## config.mk

```make
export PLATFORM = sky130hd
export DESIGN_NAME = accel_seq
export DESIGN_NICKNAME = d
export VERILOG_FILES = /design/src/rtl/accel_seq.sv
export SDC_FILE = /design/constraint.sdc
export NUM_CORES = 1
export LEC_CHECK = 0
export CORE_MARGIN = 2
export CORE_UTILIZATION = 30
export CTS_CLUSTER_DIAMETER = 40
export DETAILED_ROUTE_END_ITERATION = 12
export PLACE_DENSITY = 0.59
export SETUP_SLACK_MARGIN = 0.05
export SLEW_MARGIN = 20
export SYNTH_ARGS = -nofsm -noshare
export SYNTH_HDL_FRONTEND = slang
export SYNTH_SLANG_ARGS = --single-unit
```

## constraint.sdc

```tcl
create_clock -name clk -period 3.4 [get_ports clk]
set_clock_uncertainty 0.1 [all_clocks]
set_input_delay 0.68 -clock clk [delete_from_list [all_inputs] [get_ports clk]]
set_output_delay 0.68 -clock clk [all_outputs]
set_load 0.03 [all_outputs]
```

## src/rtl/accel_seq.sv

```systemverilog
// Job sequencer: streams seven job words into an accelerator, kicks it off, waits,
// reads back C and C2 and presents them with the job latency as one result record.
module accel_seq #(
  parameter int unsigned WAIT_CYC = 2
) (
  input  logic        clk,
  input  logic        rst,
  input  logic        job_valid,
  output logic        job_ready,
  input  logic [31:0] job_data,
  output logic [31:0] acc_addr,
  output logic        acc_wr_en,
  output logic        acc_sel,
  output logic [31:0] acc_wdata,
  input  logic [31:0] acc_rdata,
  output logic        res_valid,
  input  logic        res_ready,
  output logic [31:0] res_c,
  output logic [31:0] res_var,
  output logic [15:0] res_cycles,
  output logic        busy
);

  typedef enum logic [2:0] {StIdle, StLoad, StGo, StWait, StRdC, StRdC2, StOut} state_e;

  state_e      state_q, state_d;
  logic [2:0]  idx_q, idx_d;
  logic [3:0]  wait_q, wait_d;
  logic [15:0] cyc_q, cyc_d, cyc_inc;
  logic [31:0] addr_q, addr_d, wdata_q, wdata_d;
  logic        wr_q, wr_d, sel_q, sel_d;
  logic [31:0] c_q, c_d, var_q, var_d;
  logic        hs;

  function automatic logic [31:0] word_addr(input logic [2:0] i);
    case (i)
      3'd0:    word_addr = 32'h28;
      3'd1:    word_addr = 32'h2C;
      3'd2:    word_addr = 32'h30;
      3'd3:    word_addr = 32'h34;
      3'd4:    word_addr = 32'h38;
      3'd5:    word_addr = 32'h3C;
      default: word_addr = 32'h00;
    endcase
  endfunction

  assign job_ready = (state_q == StLoad);
  assign hs        = job_valid & job_ready;
  assign cyc_inc   = (cyc_q == 16'hFFFF) ? cyc_q : cyc_q + 16'd1;

  always_comb begin
    state_d = state_q;
    idx_d   = idx_q;
    wait_d  = wait_q;
    cyc_d   = cyc_q;
    addr_d  = '0;
    wr_d    = 1'b0;
    sel_d   = 1'b0;
    wdata_d = '0;
    c_d     = c_q;
    var_d   = var_q;
    unique case (state_q)
      StIdle: begin
        idx_d = '0;
        if (job_valid) state_d = StLoad;
      end
      StLoad: begin
        // Latency counting starts with the first accepted word.
        if (idx_q != 3'd0) cyc_d = cyc_inc;
        if (hs) begin
          if (idx_q == 3'd0) cyc_d = 16'd1;
          addr_d  = word_addr(idx_q);
          wr_d    = 1'b1;
          sel_d   = 1'b1;
          wdata_d = job_data;
          if (idx_q == 3'd6) begin
            idx_d   = '0;
            state_d = StGo;
          end else begin
            idx_d = idx_q + 3'd1;
          end
        end
      end
      StGo: begin
        cyc_d   = cyc_inc;
        addr_d  = 32'h20;
        wr_d    = 1'b1;
        sel_d   = 1'b1;
        wdata_d = 32'h1;
        wait_d  = 4'(WAIT_CYC);
        state_d = StWait;
      end
      StWait: begin
        // First WAIT cycle carries the go write on the bus; WAIT_CYC idle cycles follow.
        cyc_d = cyc_inc;
        if (wait_q == 4'd0) begin
          addr_d  = 32'h04;
          sel_d   = 1'b1;
          state_d = StRdC;
        end else begin
          wait_d = wait_q - 4'd1;
        end
      end
      StRdC: begin
        cyc_d   = cyc_inc;
        c_d     = acc_rdata;
        addr_d  = 32'h08;
        sel_d   = 1'b1;
        state_d = StRdC2;
      end
      StRdC2: begin
        cyc_d   = cyc_inc;
        var_d   = acc_rdata;
        state_d = StOut;
      end
      StOut: begin
        if (res_ready) state_d = StIdle;
      end
      default: state_d = StIdle;
    endcase
  end

  always_ff @(posedge clk) begin
    if (rst) begin
      state_q <= StIdle;
      idx_q   <= '0;
      wait_q  <= '0;
      cyc_q   <= '0;
      addr_q  <= '0;
      wr_q    <= 1'b0;
      sel_q   <= 1'b0;
      wdata_q <= '0;
      c_q     <= '0;
      var_q   <= '0;
    end else begin
      state_q <= state_d;
      idx_q   <= idx_d;
      wait_q  <= wait_d;
      cyc_q   <= cyc_d;
      addr_q  <= addr_d;
      wr_q    <= wr_d;
      sel_q   <= sel_d;
      wdata_q <= wdata_d;
      c_q     <= c_d;
      var_q   <= var_d;
    end
  end

  assign acc_addr   = addr_q;
  assign acc_wr_en  = wr_q;
  assign acc_sel    = sel_q;
  assign acc_wdata  = wdata_q;
  assign res_valid  = (state_q == StOut);
  assign res_c      = c_q;
  assign res_var    = var_q;
  assign res_cycles = cyc_q;
  assign busy       = (state_q != StIdle);

endmodule

```

==> metrics.md, run 1 <==
| Metric | Value |
|---|---|
| Outcome | complete, no violations |
| Number of distinct library cells after synthesis | 63 |
| Area overhead of the layout relative to synthesis | 49.1% |
| Sum of negative setup slack | 0 ns |
| Critical Path Stages | 3 |
| Final core area utilization | 0.452 |
| Count of hold buffers inserted by post-cts repair | 0 |
| Detailed placer's ending HPWL | 9.90 mm |
| Fraction of registers with async set or reset after synthesis | 0 |
| Top delay family on crit path | buffers and inverters |
| Count of input and output buffers | 188 |
| Synth Register Bits | 128 |
| Count of maximum capacitance violations | 0 |
| Total CTS buffers | 17 |
| Clock tree from TritonCTS | built |
| Cells along the critical path | or3b_2 -> inv_1 -> clkdlybuf4s50_1 |
| Internal power contribution | 3.02 mW |
| Total Die Area | 18300 um2 |
| Number of setup violations in the final report | 0 |
| Worst Setup End Kind | output pin |
| Die height | 135 um |
| Combined buffer and inverter count along the critical path | 2 |
| Starting utilization of the core area | 0.303 |
| Proportion of power drawn by flip-flops and latches | 0.384 |
| Slew of the pin with the lowest slew margin | 0.886 ns |
| DR iter-0 viols | 291 |
| Sequential share of the synthesized area | 0.496 |
| Clock tree root driver cell | clkbuf_16 |
| Global-route wire length before repair | 23.1 mm |
| Ratio of cells with drive above 1 in the final layout | 0.0678 |
| Worst hold margin | 0.350 ns |
| Unrepaired setup endpoints after global routing | false |
| I/O Pins | 217 |
| Initial antenna violation count | 0 |
| Post-synth design cell area | 5170 um2 |
| Slowest Stage Delay on Critical Path | 0.66 ns |
| Routed length per instance | 14.4 um |
| Data arrival time at the worst-slack endpoint | 2.15 ns |
| Min-delay worst type | register to register |
| Clock insertion delay at the later pin of the skew report | 0.42 ns |
| Critical path's slowest cell | clkdlybuf4s50_1 |
| Core Area | 17100 um2 |
| Max rail drop VDD | 0.339 mV |
| Fin. Hold Viols | 0 |
| Clock slew at the register clock pins of the worst setup and hold paths | 0.06 ns |
| Overall via count from detail_route | 4715 |
| Worst hold stages | 2 |
| Crit path launch type | register |
| Number of nets in the layout | 854 |
| Number of nets with antenna violations after routing | 0 |
| Pre-antenna DRT Iters | 4 |
| Number of enable flip-flop cells after synthesis | 0 |
| Upper clock frequency limit | 341 MHz |
| Cell type contributing the most total cell area after synthesis | dfxtp_1 |
| Total GRT Usage | 0.161 |
| Post-CTS setup-driven buffer insertion count | 0 |
| Critical setup path kind | register to output pin |
| Quantity of gates resized following cts | 0 |
| Fin crit share | 0.863 |
| Required time of the worst setup path | 2.62 ns |
| Width of the chip | 135 um |
| Maximum number of pins on one net before global-route repair | 80 |
| Maximum level of the CTS H-tree | 4 |
| Fraction of power consumed by the clock network | 0.453 |
| Cell Rows | 48 |
| DRC violation count after routing | 0 |
| Vias in the first global route | 4304 |
| Largest fanout on the critical path | 15 |
| Average footprint of a synthesized cell | 8.48 um2 |
| Biggest area contributors in the synthesized netlist | dfxtp_1 (50%), nand2_1 (11%), a21oi_1 (7.6%) |
| Sink count of the clock tree | 128 |
| Relative slew slack | 0.409 |
| Reported net switching power | 1.18 mW |
| Diode insertion count for antenna repair | 0 |
| Leakage component of the power | 2.74 nW |
| Number of pins with negative max-slew slack in the final report | 0 |
| Final min period | 2.93 ns |
| Number of standard cells after synthesis | 610 |
| Cell Pwr Density | 545 nW/um2 |
| Final wirelength | 14.7 mm |
| Filler cell count | 1699 |
| Overflow after GRT | 0 |
| Portion of total power attributed to combinational logic | 0.163 |
| Net switching fraction of the power | 0.281 |
| Vias per inst | 4.62 |
| Top flip-flop cell by instance count after synthesis | dfxtp_1 |
| Maximum clock insertion buffer count | 2 |
| Placer's final routability congestion estimate | 0.829 |
| Logic depth of the worst register-to-register path | 5 |
| Top-area cell type share of the netlist area | 0.496 |
| Number of warnings reported in the yosys synthesis log | 0 |
==> metrics by stage <==
step           cell area [um2]  instances  setup WS (ns)  power, mW
6_report                  7710       1021          0.467       4.20
2_1_floorplan             5270        637           1.26       2.08
4_1_cts                   7710       1021          0.433       4.26
5_1_grt                   7710       1021          0.368       4.38
3_3_place_gp              7090        989          0.872       2.33
3_5_place_dp              7090        989          0.855       2.33
==> sequential cells by signal (all words and copies together), names as in the netlist <==
signal and flops:
res_var 32, acc_wdata 32, acc_sel 1, state_q 3, acc_addr 4, idx_q 3
res_cycles 16, acc_wr_en 1, wait_q 4, res_c 32
==> logic make-up (layout without fill, tap and decap cells) <==
kind of cell	count (synthesis)	in the layout	synth area share
compound gates	139	139	0.165
fa+ha+maj	3	3	0.00726
xor+xnor	3	3	0.00508
buf+inv	81	240	0.0876
flops	128	128	0.496
simple gates	254	254	0.236
other cells	1	28	0.000725
mux	1	1	0.00218
==> power groups by stage <==
stage	combinational [mW]	clock (mW)	sequential (mW)
6_report	0.686	1.90	1.61
3_3_place_gp	0.689	0	1.64
3_5_place_dp	0.688	0	1.64
5_1_grt	0.745	2.02	1.62
4_1_cts	0.690	1.95	1.61
2_1_floorplan	0.367	0	1.72
==> Yosys cell counts, drive strengths merged, types with 2 or more instances <==
cell,count
or3,3
buf,46
o21ai,10
nand2,149
ha,3
inv,11
nor3,15
nor2,10
o211ai,3
a31oi,17
a41oi,2
xor2,2
or3b,2
dfxtp,128
o31ai,3
and2,34
and4,2
nand4,5
clkbuf,23
o21a,3
and3,7
nand3,14
nor4,4
or4,4
a211oi,4
a21oi,79
==> worst min-delay path: cells and delay by family, from the launching register on <==
| family | cells | cell delay [ns] |
|---|---|---|
| AO/OA/AOI/OAI | 1 | 0.05 |
| AND/OR/NAND/NOR | 1 | 0.05 |
| flip-flops | 1 | 0.30 |
==> cells in the final DEF, fill, tap and decap left out, drive strengths merged, types with 2 or more instances in the layout <==
cell type / n
nor2: 10
and3: 7
or3b: 2
xor2: 2
clkinv: 6
ha: 3
nor4: 4
nand2: 149
dfxtp: 128
or4: 4
a31oi: 17
a211oi: 4
a41oi: 2
nand4: 5
bufinv: 3
and4: 2
conb: 28
buf: 9
o31ai: 3
o211ai: 3
clkdlybuf4s50: 187
nand3: 14
nor3: 15
and2: 34
inv: 14
or3: 3
a21oi: 79
clkbuf: 19
clkinvlp: 2
o21ai: 10
o21a: 3
==> layer usage <==
layer,wire length [um],up-vias,GRT usage
met1,6240,2182,0.196
met3,1290,16,0.0756
met4,191,0,0.0544
met5,0,-,0
met2,6980,140,0.251
li1,-,2377,-
==> layout make-up <==
cell class,count,area [um2],area share
Sequential cell,128,2560,0.332
Tap cell,225,282,0.0365
Inverter,12,45.0,0.00584
Multi-Input combinational cell,428,2260,0.294
Clock buffer,19,443,0.0574
Timing Repair Buffer,196,1940,0.251
Clock inverter,13,178,0.0230
==> path summary, 6_finish.rpt <==
path              endpoint  slack, ns     startpoint
max              job_ready       0.47     state_q[1]
min              res_c[22]       0.35      res_c[22]
max reg2reg  res_cycles[5]       1.15  res_cycles[0]
min reg2reg      res_c[22]       0.35      res_c[22]
(Power assumes the default switching activity.)
==> run 2, diff against run 1 <==
CELL_PAD_IN_SITES_DETAIL_PLACEMENT = 0   (was unset)
CELL_PAD_IN_SITES_GLOBAL_PLACEMENT = 2   (was unset)
CORE_UTILIZATION = 25   (was 30)
PLACE_DENSITY = 0.83   (was 0.59)
==> run 2 against run 1 <==
  * Power fell by 2.6%
  * Maximum frequency fell by 3.7%
  * First-iteration DRC count fell by 23%
  * Critical endpoint unchanged
  * Highest routed layer unchanged
==> metrics.md, run 2 (same netlist as run 1, synthesis figures left out) <==
| Metric | Value |
|---|---|
| Area of the multi-input gates | 2260 um2 (unchanged) |
| Clock insertion delay at the later pin of the skew report | 0.41 ns (about the same) |
| Number of nets with antenna violations after routing | 0 (unchanged) |
| Upper clock frequency limit | 328 MHz (-3.7%) |
| Fin. Hold Viols | 0 (unchanged) |
| Vias in the first global route | 4378 (+1.7%) |
| Die height | 148 um (+9.3%) |
| Cell Rows | 52 (+8.3%) |
| Diode insertion count for antenna repair | 0 (unchanged) |
| Cells along the critical path | or3b_2 -> inv_1 -> clkdlybuf4s50_1 |
| Number of setup violations in the final report | 0 (unchanged) |
| Slew of the pin with the lowest slew margin | 0.864 ns (-0.0225 ns) |
| Clock tree from TritonCTS | built |
| Total GRT Usage | 0.142 (-0.0196) |
| Critical setup path kind | register to output pin |
| Starting utilization of the core area | 0.255 (-0.0484) |
| Final min period | 3.05 ns (+0.113 ns) |
| Global-route wire length before repair | 24.3 mm (+5.4%) |
| Most used cells in the layout excluding fill and tap cells | clkdlybuf4s50_1 (187), nand2_1 (149), dfxtp_1 (128), a21oi_1 (79), and2_1 (32) |
| Number of nets in the layout | 853 (-0.12%) |
| Final WS setup | 0.355 ns (-0.113 ns) |
| Unrepaired setup endpoints after global routing | false |
| Detailed placer's ending HPWL | 10.5 mm (+6.3%) |
| Count of hold buffers inserted by post-cts repair | 0 (unchanged) |
| Outcome | complete, no violations |
| Count of maximum capacitance violations | 0 (unchanged) |
| Data arrival time at the worst-slack endpoint | 2.27 ns (+0.12 ns) |
| Overall via count from detail_route | 4700 (-0.32%) |
| Standard cell area after detailed placement | 7140 um2 (+0.69%) |
| Clock tree root driver cell | clkbuf_16 |
| Worst Setup End Kind | output pin |
| Critical R2R Launch | state_q[2] |
| Cell Pwr Density | 530 nW/um2 (-2.7%) |
| Logic depth of the worst register-to-register path | 4 (-1) |
| Core Area | 20300 um2 (+19%) |
| Overflow after GRT | 0 (unchanged) |
| Total Die Area | 21900 um2 (+19%) |
| I/O Pins | 217 (unchanged) |
| Most common cell after layout, fill and taps aside | clkdlybuf4s50_1 |
| Min-delay worst type | register to register |
| Worst Hold Endpoint | res_c[28] |
| Area overhead of the layout relative to synthesis | 49.2% (about the same) |
| Register-to-Register Setup Slack | 1.14 ns (about the same) |
| Sum of negative setup slack | 0 ns (unchanged) |
| DRC violation count after routing | 0 (unchanged) |
| Maximum level of the CTS H-tree | 4 (unchanged) |
| Maximum clock insertion buffer count | 2 (unchanged) |
| Crit path launch type | register |
| Quantity of gates resized following cts | 0 (unchanged) |
| Filler cell count | 2146 (+26%) |
| Relative slew slack | 0.424 (+0.0150) |
| Vias per inst | 4.41 (-4.4%) |
| Placer's final routability congestion estimate | 0.758 (-8.6%) |
| Final cell area excluding filler cells | 7710 um2 (about the same) |
| Leakage component of the power | 2.71 nW (-0.84%) |
| Clock slew at the register clock pins of the worst setup and hold paths | 0.06 ns (about the same) |
| Sink count of the clock tree | 128 (unchanged) |
| Worst hold stages | 2 (unchanged) |
| Final wirelength | 15.6 mm (+6.0%) |
| Required time of the worst setup path | 2.62 ns (about the same) |
| Max rail drop VDD | 0.319 mV (-5.9%) |
| Count of input and output buffers | 188 (unchanged) |
| Initial antenna violation count | 0 (unchanged) |
| Fin crit share | 0.896 (+0.0331) |
| Register Area | 2560 um2 (unchanged) |
| DR iter-0 viols | 223 (-23%) |
| Largest fanout on the critical path | 21 (+6) |
| Post-CTS setup-driven buffer insertion count | 0 (unchanged) |
| Place WS | 0.799 ns (-0.0558 ns) |
| Slowest Stage Delay on Critical Path | 0.66 ns (about the same) |
| Routed length per instance | 14.6 um (+1.6%) |
| R2R Path End | res_cycles[8] |
| Maximum number of pins on one net before global-route repair | 76 (-5.0%) |
| Ratio of cells with drive above 1 in the final layout | 0.0679 (+0.0000853) |
| Total CTS buffers | 17 (unchanged) |
| Number of pins with negative max-slew slack in the final report | 0 (unchanged) |
| Critical Path Start | state_q[2] |
| Pre-antenna DRT Iters | 4 (unchanged) |
| Hold path start | res_c[28] |
| Width of the chip | 148 um (+9.3%) |
| Critical path's slowest cell | clkdlybuf4s50_1 |
==> run 2: through the flow <==
stage               hold WS [ns]  power, mW  instances   util
floorplan                  0.417       2.08        637      -
global placement           0.342       2.34       1033  0.352
detailed placement         0.346       2.34       1033  0.352
CTS                        0.355       4.16       1065  0.380
global route               0.368       4.28       1065  0.380
finish                     0.351       4.09       1065  0.380
==> run 2: final cells by class <==
cell class	instances	share of cell area
multi-input combinational	428	0.293
tap	270	0.0438
sequential	128	0.332
inverter	12	0.00584
clock buffer	17	0.0551
timing repair buffer	195	0.250
clock inverter	15	0.0196
==> run 2: routing by layer <==
layer  vias up  GRT usage  part of all wire  wire length, um
li1       2380          -                 -                -
met1      2187      0.180              0.44             6900
met2       122      0.223              0.48             7540
met3        11     0.0506             0.060              938
met5         -          0                 0                0
met4         0     0.0467             0.014              220
==> run 2: worst max-delay path, delay by kind of cell (launching register included) <==
kind	cells	cell delay (ns)
AND/OR/NAND/NOR	1	0.58
buffers and inverters	2	0.73
flip-flops	1	0.54
==> run 2: where the power goes <==
part	switching [mW]	total, mW	internal, mW	leakage [nW]
logic	0.414	0.686	0.272	1.40
clock network	0.764	1.79	1.03	0.279
registers	0.0522	1.61	1.56	1.03
==> run 2: worst max-delay path by stage <==
| stage | to | slack [ns] | cells after the start |
|---|---|---|---|
| finish | job_ready | 0.35 | 3 |
| global route | job_ready | 0.26 | 3 |
| detailed placement | job_ready | 0.80 | 3 |
| CTS | job_ready | 0.34 | 3 |
| floorplan | res_cycles[5] | 1.26 | 6 |
| global placement | job_ready | 0.80 | 3 |
==> run 3, diff against run 2 <==
ABC_CLOCK_PERIOD_IN_PS = 3400   (was unset)
SLEW_MARGIN = unset   (was 20)
==> results of run 3 <==
The final DEF is identical to that of run 2; final timing and power are the same.
